==> src/rtl/reorder_buffer.sv <==
// reorder_buffer: circular in-order retirement buffer with result bypass and
// mispredict roll-back; one retire per cycle from the head entry.
module reorder_buffer #(
    parameter int ROB_DEPTH = 16,
    parameter int ID_W = 4,
    parameter int XLEN = 32
) (
    input  logic            clk,
    input  logic            rst,
    input  logic            rdy,
    input  logic            iss_valid,
    input  logic            iss_has_rd,
    input  logic [4:0]      iss_rd,
    input  logic            iss_is_branch,
    input  logic            iss_is_store,
    input  logic            iss_pred_taken,
    input  logic [XLEN-1:0] iss_pc,
    output logic [ID_W-1:0] alloc_id,
    output logic            full,
    input  logic            alu_valid,
    input  logic [ID_W-1:0] alu_id,
    input  logic [XLEN-1:0] alu_value,
    input  logic            alu_taken,
    input  logic [XLEN-1:0] alu_target,
    input  logic            lsb_valid,
    input  logic [ID_W-1:0] lsb_id,
    input  logic [XLEN-1:0] lsb_value,
    input  logic [ID_W-1:0] q1_id,
    input  logic [ID_W-1:0] q2_id,
    output logic            q1_ready,
    output logic            q2_ready,
    output logic [XLEN-1:0] q1_value,
    output logic [XLEN-1:0] q2_value,
    output logic            commit_valid,
    output logic [4:0]      commit_rd,
    output logic [XLEN-1:0] commit_value,
    output logic [ID_W-1:0] commit_id,
    output logic            store_commit,
    output logic            roll_back,
    output logic [XLEN-1:0] redirect_pc
);
    logic [ROB_DEPTH-1:0] busy, ready_q, has_rd_q, is_br_q, is_st_q, pred_q, taken_q;
    logic [4:0]      rd_q     [ROB_DEPTH];
    logic [XLEN-1:0] value_q  [ROB_DEPTH];
    logic [XLEN-1:0] target_q [ROB_DEPTH];
    logic [XLEN-1:0] pc_q     [ROB_DEPTH];
    logic [ID_W-1:0] head, tail;
    logic [ID_W:0]   count;
    logic do_iss, do_ret, mispred, do_flush, do_commit;
    logic q1_alu, q1_lsb, q2_alu, q2_lsb;

    assign full      = count == (ID_W+1)'(ROB_DEPTH);
    assign alloc_id  = tail;
    assign do_iss    = iss_valid & ~full & ~roll_back;
    assign do_ret    = busy[head] & ready_q[head] & ~roll_back;
    assign mispred   = is_br_q[head] & (taken_q[head] != pred_q[head]);
    assign do_flush  = do_ret & mispred;
    assign do_commit = do_ret & ~mispred;

    // Same-cycle writeback bypass so a dependent op need not wait an extra cycle
    assign q1_alu   = alu_valid & (alu_id == q1_id);
    assign q1_lsb   = lsb_valid & (lsb_id == q1_id);
    assign q2_alu   = alu_valid & (alu_id == q2_id);
    assign q2_lsb   = lsb_valid & (lsb_id == q2_id);
    assign q1_ready = q1_alu | q1_lsb | ready_q[q1_id];
    assign q2_ready = q2_alu | q2_lsb | ready_q[q2_id];
    assign q1_value = q1_alu ? alu_value : q1_lsb ? lsb_value : value_q[q1_id];
    assign q2_value = q2_alu ? alu_value : q2_lsb ? lsb_value : value_q[q2_id];

    always_ff @(posedge clk) begin
        if (rst) begin
            busy         <= '0;
            ready_q      <= '0;
            head         <= '0;
            tail         <= '0;
            count        <= '0;
            commit_valid <= 1'b0;
            store_commit <= 1'b0;
            roll_back    <= 1'b0;
            commit_rd    <= '0;
            commit_value <= '0;
            commit_id    <= '0;
            redirect_pc  <= '0;
        end else if (rdy) begin
            commit_valid <= do_commit;
            store_commit <= do_commit & is_st_q[head];
            roll_back    <= do_flush;
            if (do_commit) begin
                commit_rd    <= has_rd_q[head] ? rd_q[head] : 5'd0;
                commit_value <= value_q[head];
                commit_id    <= head;
            end
            if (do_flush) begin
                redirect_pc <= taken_q[head] ? target_q[head] : pc_q[head] + XLEN'(4);
                busy        <= '0;
                head        <= '0;
                tail        <= '0;
                count       <= '0;
            end else begin
                if (alu_valid & ~roll_back) begin
                    ready_q[alu_id]  <= 1'b1;
                    value_q[alu_id]  <= alu_value;
                    taken_q[alu_id]  <= alu_taken;
                    target_q[alu_id] <= alu_target;
                end
                if (lsb_valid & ~roll_back) begin
                    ready_q[lsb_id] <= 1'b1;
                    value_q[lsb_id] <= lsb_value;
                end
                if (do_iss) begin
                    busy[tail]     <= 1'b1;
                    ready_q[tail]  <= 1'b0;
                    has_rd_q[tail] <= iss_has_rd;
                    rd_q[tail]     <= iss_rd;
                    is_br_q[tail]  <= iss_is_branch;
                    is_st_q[tail]  <= iss_is_store;
                    pred_q[tail]   <= iss_pred_taken;
                    pc_q[tail]     <= iss_pc;
                    tail           <= tail + 1'b1;
                end
                if (do_commit) begin
                    busy[head] <= 1'b0;
                    head       <= head + 1'b1;
                end
                count <= count + {{ID_W{1'b0}}, do_iss} - {{ID_W{1'b0}}, do_commit};
            end
        end
    end
endmodule

==> config.mk <==
export PLATFORM = sky130hd
export DESIGN_NAME = reorder_buffer
export DESIGN_NICKNAME = d
export VERILOG_FILES = /design/src/rtl/reorder_buffer.sv
export SDC_FILE = /design/constraint.sdc
export NUM_CORES = 2
export LEC_CHECK = 0
export ABC_CLOCK_PERIOD_IN_PS = 8100
export CORE_ASPECT_RATIO = 0.9
export CORE_MARGIN = 2
export CORE_UTILIZATION = 60
export DETAILED_ROUTE_END_ITERATION = 10
export GPL_TIMING_DRIVEN = 0
export HOLD_SLACK_MARGIN = 0.15
export PLACE_DENSITY_LB_ADDON = 0.25
export RECOVER_POWER = 25
export SKIP_CTS_REPAIR_TIMING = 1
export SLEW_MARGIN = 20
export SYNTH_ARGS = -nofsm -noshare
export SYNTH_HDL_FRONTEND = slang
export SYNTH_SLANG_ARGS = --single-unit
==> constraint.sdc <==
create_clock -name clk -period 8.1 [get_ports clk]
set_clock_uncertainty 0.1 [all_clocks]
set_input_delay 1.62 -clock clk [delete_from_list [all_inputs] [get_ports clk]]
set_output_delay 1.62 -clock clk [all_outputs]
set_load 0.01 [all_outputs]
# ---- Word-level counts from Yosys, hierarchy flattened
# Memories as Yosys holds them, arrays and structs flattened. A register that Yosys moved wholly into a read port is not among the register bits.
# Index checks and enable logic that the tools add are counted.
dict set report word_totals {
  ff_bits 169
  mem_bits_rw 1616
  in_bits 160
  out_inout_bits 147
  word_cells 162
  mem_count 4
}
# memory words width rd rd_ports_with_merged_regs wr line_no
set mem_list {}
lappend mem_list {pc_q 16 32 1 1 1 46} ;# logic [XLEN-1:0] pc_q [ROB_DEPTH];
lappend mem_list {target_q 16 32 1 1 1 45} ;# logic [XLEN-1:0] target_q [ROB_DEPTH];
lappend mem_list {value_q 16 32 3 1 2 44} ;# logic [XLEN-1:0] value_q [ROB_DEPTH];
lappend mem_list {rd_q 16 5 1 1 1 43} ;# logic [4:0] rd_q [ROB_DEPTH];
dict set report op_classes {
  add_sub_neg 5
  n_lt_le_gt_ge 10
  n_eq_ne 6
  mux 78
  bitwise_logic 30
  n_reduce_logical 13
}
# cell count
set op_table {}
lappend op_table {{two-way mux 16 bit} 15}
lappend op_table {{two-way mux 32 bit} 5}
lappend op_table {{bitwise mux 16 bit} 5}
lappend op_table {{OR 16 bit} 3}
lappend op_table {{two-way mux 4 bit} 10}
lappend op_table {{binary-select mux 1 bit (select 4 bit)} 9}
lappend op_table {{adder 32 x 3 -> 32 bit (second input constant)} 1}
lappend op_table {{AND 16 bit} 2}
lappend op_table {{inverter 16 bit} 2}
lappend op_table {{less-than comparator 4 x 5 -> 1 bit (second input constant)} 6}
lappend op_table {{two-way mux 1 bit} 28}
lappend op_table {{demux 1 bit (select 4 bit)} 4}
lappend op_table {{equality test 4 bit} 4}
lappend op_table {{>= comparator 4 x 1 -> 1 bit (second input constant)} 4}
lappend op_table {{AND 1 bit} 14}
lappend op_table {{two-way mux 5 bit} 2}
lappend op_table {{AND reduction 2 bit} 5}
lappend op_table {{adder 4 x 1 -> 4 bit (second input constant)} 2}
lappend op_table {{AND reduction 4 bit} 2}
lappend op_table {{adder 5 x 1 -> 5 bit} 1}
lappend op_table {{equality test 5 bit (second input constant)} 1}
lappend op_table {{inverter 1 bit} 5}
lappend op_table {{subtractor 5 x 1 -> 5 bit} 1}
lappend op_table {{logical AND 1 bit} 4}
lappend op_table {{3 further kinds} 7}

# ---- Depth between registers and ports, before layout
dict set report depth {
  ltp_word 16
  depth_mapped 23
  depth_no_buf 19
}

# ---- Least setup slack after synthesis
# OpenSTA, ideal clock, no wires.
dict set report synth_timing {
  path_type {input-to-output}
  start {input port q1_id[0]}
  end {output port q1_value[10]}
  arrival_time_ps 4467
  required_time_ps 6380
  path_slack_ps 1913
  path_stages 8
  path_buffers 4
  cell_sequence {clkbuf_1 clkbuf_1 buf_1 xor2_1 nor4_1 clkbuf_1 mux2i_1 o21ai_0}
}
dict set report synth_via {
  elab_chain_len 4
  word_cells_on_any_way 7
  cone_classes {eq/ne: 2; mux: 2; bitwise: 2; memory: 1}
}
# element line_no
set synth_lines {}
lappend synth_lines {{start, declared} 28} ;# input logic [ID_W-1:0] q1_id,
lappend synth_lines {{branches (longest 3 deep; another with memory (16 x 32 bit))} n/a}
lappend synth_lines {{two-way mux 32 bit *} 67} ;# assign q1_value = q1_alu ? alu_value : q1_lsb ? lsb_value : value_q[q1_id];
lappend synth_lines {{end, declared} 32} ;# output logic [XLEN-1:0] q1_value,
# Mark *: on every way between the ends.

# ---- Worst setup path in the final report
dict set report layout_timing {
  start {input port q1_id[0]}
  end {output port q1_value[12]}
}
# The elaborated chain is that of the path after synthesis.

==> impl_metrics.toml <==
[yosys]
syn_inst = 4653
seq_area_frac_synth_pct = 61.78
yosysTopAreaCell = "edfxtp_1"
yosysMostFrequentCell = "edfxtp_1"
yosys-top-cells-area = "edfxtp_1 59%, mux4_2 20%, mux2_2 6.5%"
yosys-top-cells-count = "1696 x edfxtp_1, 784 x mux4_2, 501 x mux2_2, 247 x clkbuf_1, 209 x nand2_1"
synth-edff-count = 1696
syn_area_mm2 = 0.08648
synth_fp_nets = 4829
synth_top_area_share_pct = 58.89
synth_warnings = 0
synth_ff_type = "edfxtp_1"
avgSynthCellArea_um2 = 18.59
synth-async-reset-ratio_pct = 0
yosysUniqueCellTypes = 83
ys_ff_latch = 1821

[global_routing]
grt_max_degree = 33
grt.total_usage_pct = 39.11
grt_pass1_vias = 54010
grt_antenna_before_repair = 39
grt_first_pass_wirelength_um = 398700
overflow = 0

[floorplan]
dieWidth_um = 404.2
rows = 132
pin_count = 307
core_mm2 = 0.1435
die_h_um = 364.2
start_util_pct = 60.26
dieArea_mm2 = 0.1472

[cts]
cts.sinks = 1821
cts_root_buf = "clkbuf_16"
clk_path_buf_depth = 3
path_clk_slew_ns = 0.06
cts.htree.levels = 4
cts_buffers = 179
cts_tree = "done"
clock_latency_ns = 0.84

[status]
violations = "negative setup slack"
status = "complete, but fails checks"

[worst_hold_path]
hold_depth = 2
hp-start = "commit_value[28]"
worst_hold_path_type = "flop to flop"
whs_endpoint = "commit_value[28]"

[critical_path]
cp_max_fo = 10
r2r-start = "head[0]"
startpoint_type = "input pin"
crit_arrival_ns = 6.63
r2r_end = "pc_q[6][29]"
reg2reg_depth = 17
cp_data_required_time_ns = 6.38
r2r_slack_ns = 2.05
endpoint_kind = "primary output"
critPathKind = "input pin to primary output"

[route]
firstDrtPassIters = 6
ant_nets = 0
dr_total_vias = 54630
routedWlPerCell_um = 39.25
vias_per_cell = 7.461
initialDrtViolationCount = 8925
wl_um = 287400
drc = 0

[finish]
drive_gt1_share_pct = 35.90
nFillCells = 8769
synthToLayoutAreaGrowth_pct = 15.98
layout.nets = 5447
fin_util_pct = 69.89
finalNonFillerCells = 7322

[placement]
portBuffers = 298
gp_congestion = 0.9928
dpl.cell_count = 6964
place_hpwl_um = 189900

[timing]
finalCriticalPeriod_ns = 8.348
hold_viol = 0
drv_slew = 0
max_freq_mhz = 119.8
worst-slew-pin-transition_ns = 1.360
period_share_pct = 103.1
rsz0062_at_grt = "no"
worst_slack_ns = -0.2476
setup_tns_ns = -0.4080
setup_viol = 3
relSlewSlack_pct = 9.332

[pwr]
power_density_mw_per_mm2 = 200.8
ir_drop_v = 0.0001929
fin_total_pwr_mw = 20.14
leakagePower_nw = 31.01

[flow_run]
cap_violations = 0
[registers in the layout, indices dropped and copies added, names as in the netlist, 4 cells and up, named ones only]
signal / flops
commit_rd: 5
is_st_q: 16
ready_q: 16
has_rd_q: 16
commit_value: 32
pred_q: 16
pc_q: 512
commit_id: 4
rd_q: 80
head: 4
target_q: 512
count: 5
alloc_id: 4
redirect_pc: 32
is_br_q: 16
value_q: 512
busy: 16
taken_q: 16
[worst max-delay path, cell delays in order]
cell             delay [ns]
clkbuf_1               0.71
clkbuf_1               0.64
buf_2                  0.62
xor2_1                 0.17
nor4_2                 0.52
clkbuf_2               0.57
mux2i_1                0.15
o21ai_0                0.89
clkdlybuf4s50_1        0.71
[how the worst max path moves through the flow]
stage / startpoint / to / slack (ns) / cells after the start
3_5_place_dp: q1_id[0] / q1_value[12] / -0.15 / 9
5_1_grt: q1_id[0] / q1_value[22] / 0.01 / 9
2_1_floorplan: q1_id[0] / q1_value[10] / 1.91 / 8
6_report: q1_id[0] / q1_value[12] / -0.25 / 9
4_1_cts: q1_id[0] / q1_value[12] / -0.09 / 9
3_3_place_gp: rdy / value_q[4][23] / -2.66 / 8
[cells in the final DEF, fill, tap and decap left out, types with 13 or more instances in the layout]
cell,instances
edfxtp_1,1696
mux4_2,784
mux2_2,501
clkbuf_1,260
clkdlybuf4s50_1,238
nand2_1,209
clkbuf_16,181
dfxtp_1,125
buf_2,117
o21ai_0,103
mux2i_1,97
a21oi_1,84
buf_4,77
nor2_1,77
dlygate4sd3_1,60
nor3_1,53
mux4_1,45
nand3_1,42
clkbuf_2,37
clkinv_2,37
buf_12,36
clkinv_1,34
nor2_4,30
buf_16,30
inv_1,25
xor2_1,22
buf_6,21
diode_2,20
nand2b_1,20
a221oi_1,19
xnor2_1,18
ha_1,15
a31oi_1,14
mux2_1,13
a22o_1,13
bufinv_16,13
[per-stage QoR]
stage / hold slack [ns] / setup slack [ns] / area (um2)
after detailed placement: 0.3459 / -0.1458 / 94300
after global placement: 0.3431 / -2.659 / 91810
after CTS: 0.3537 / -0.08656 / 100200
after floorplan: 0.3216 / 1.913 / 86480
final: 0.3553 / -0.2476 / 100300
after global routing: 0.3821 / 0.01388 / 100300
[cell families (layout without fill, tap and decap cells)]
family | Yosys count | after routing | synth area share (%)
simple gates | 545 | 545 | 2.964
other cells | 0 | 20 | 0
buf+inv | 439 | 1212 | 2.319
flops | 1821 | 1821 | 61.78
compound gates | 352 | 352 | 2.687
mux | 1440 | 1440 | 29.60
fa+ha+maj | 16 | 16 | 0.2402
xor+xnor | 40 | 40 | 0.4051
[layer usage]
layer / global-route usage, % / routed length [um] / vias to the layer above
met5: 0 / 259 / -
met3: 13.06 / 40860 / 1128
met1: 50.27 / 96170 / 27820
met4: 22.93 / 19390 / 26
li1: - / - / 20730
met2: 58.72 / 130700 / 4928
[power by group]
group	switching, mW	total, mW	internal [mW]	leakage [nW]
combinational	0.761	1.32	0.560	11.9
clock	3.81	8.46	4.64	2.86
sequential	0.0294	10.4	10.3	16.3
total	4.60	20.1	15.5	31.0
[final cells by class]
cell class                 count  area (um2)  area share [%]
tap                         1876        2347           2.340
clock buffer                 231        4787           4.773
antenna                       20       50.05         0.04990
clock inverter               105        1106           1.103
sequential                  1821       53430           53.27
timing repair buffer         437        5076           5.061
buffer                       414        1998           1.992
multi-input combinational   2393       31410           31.32
inverter                      25       93.84         0.09356
Power figures use the tool's default switching activity.
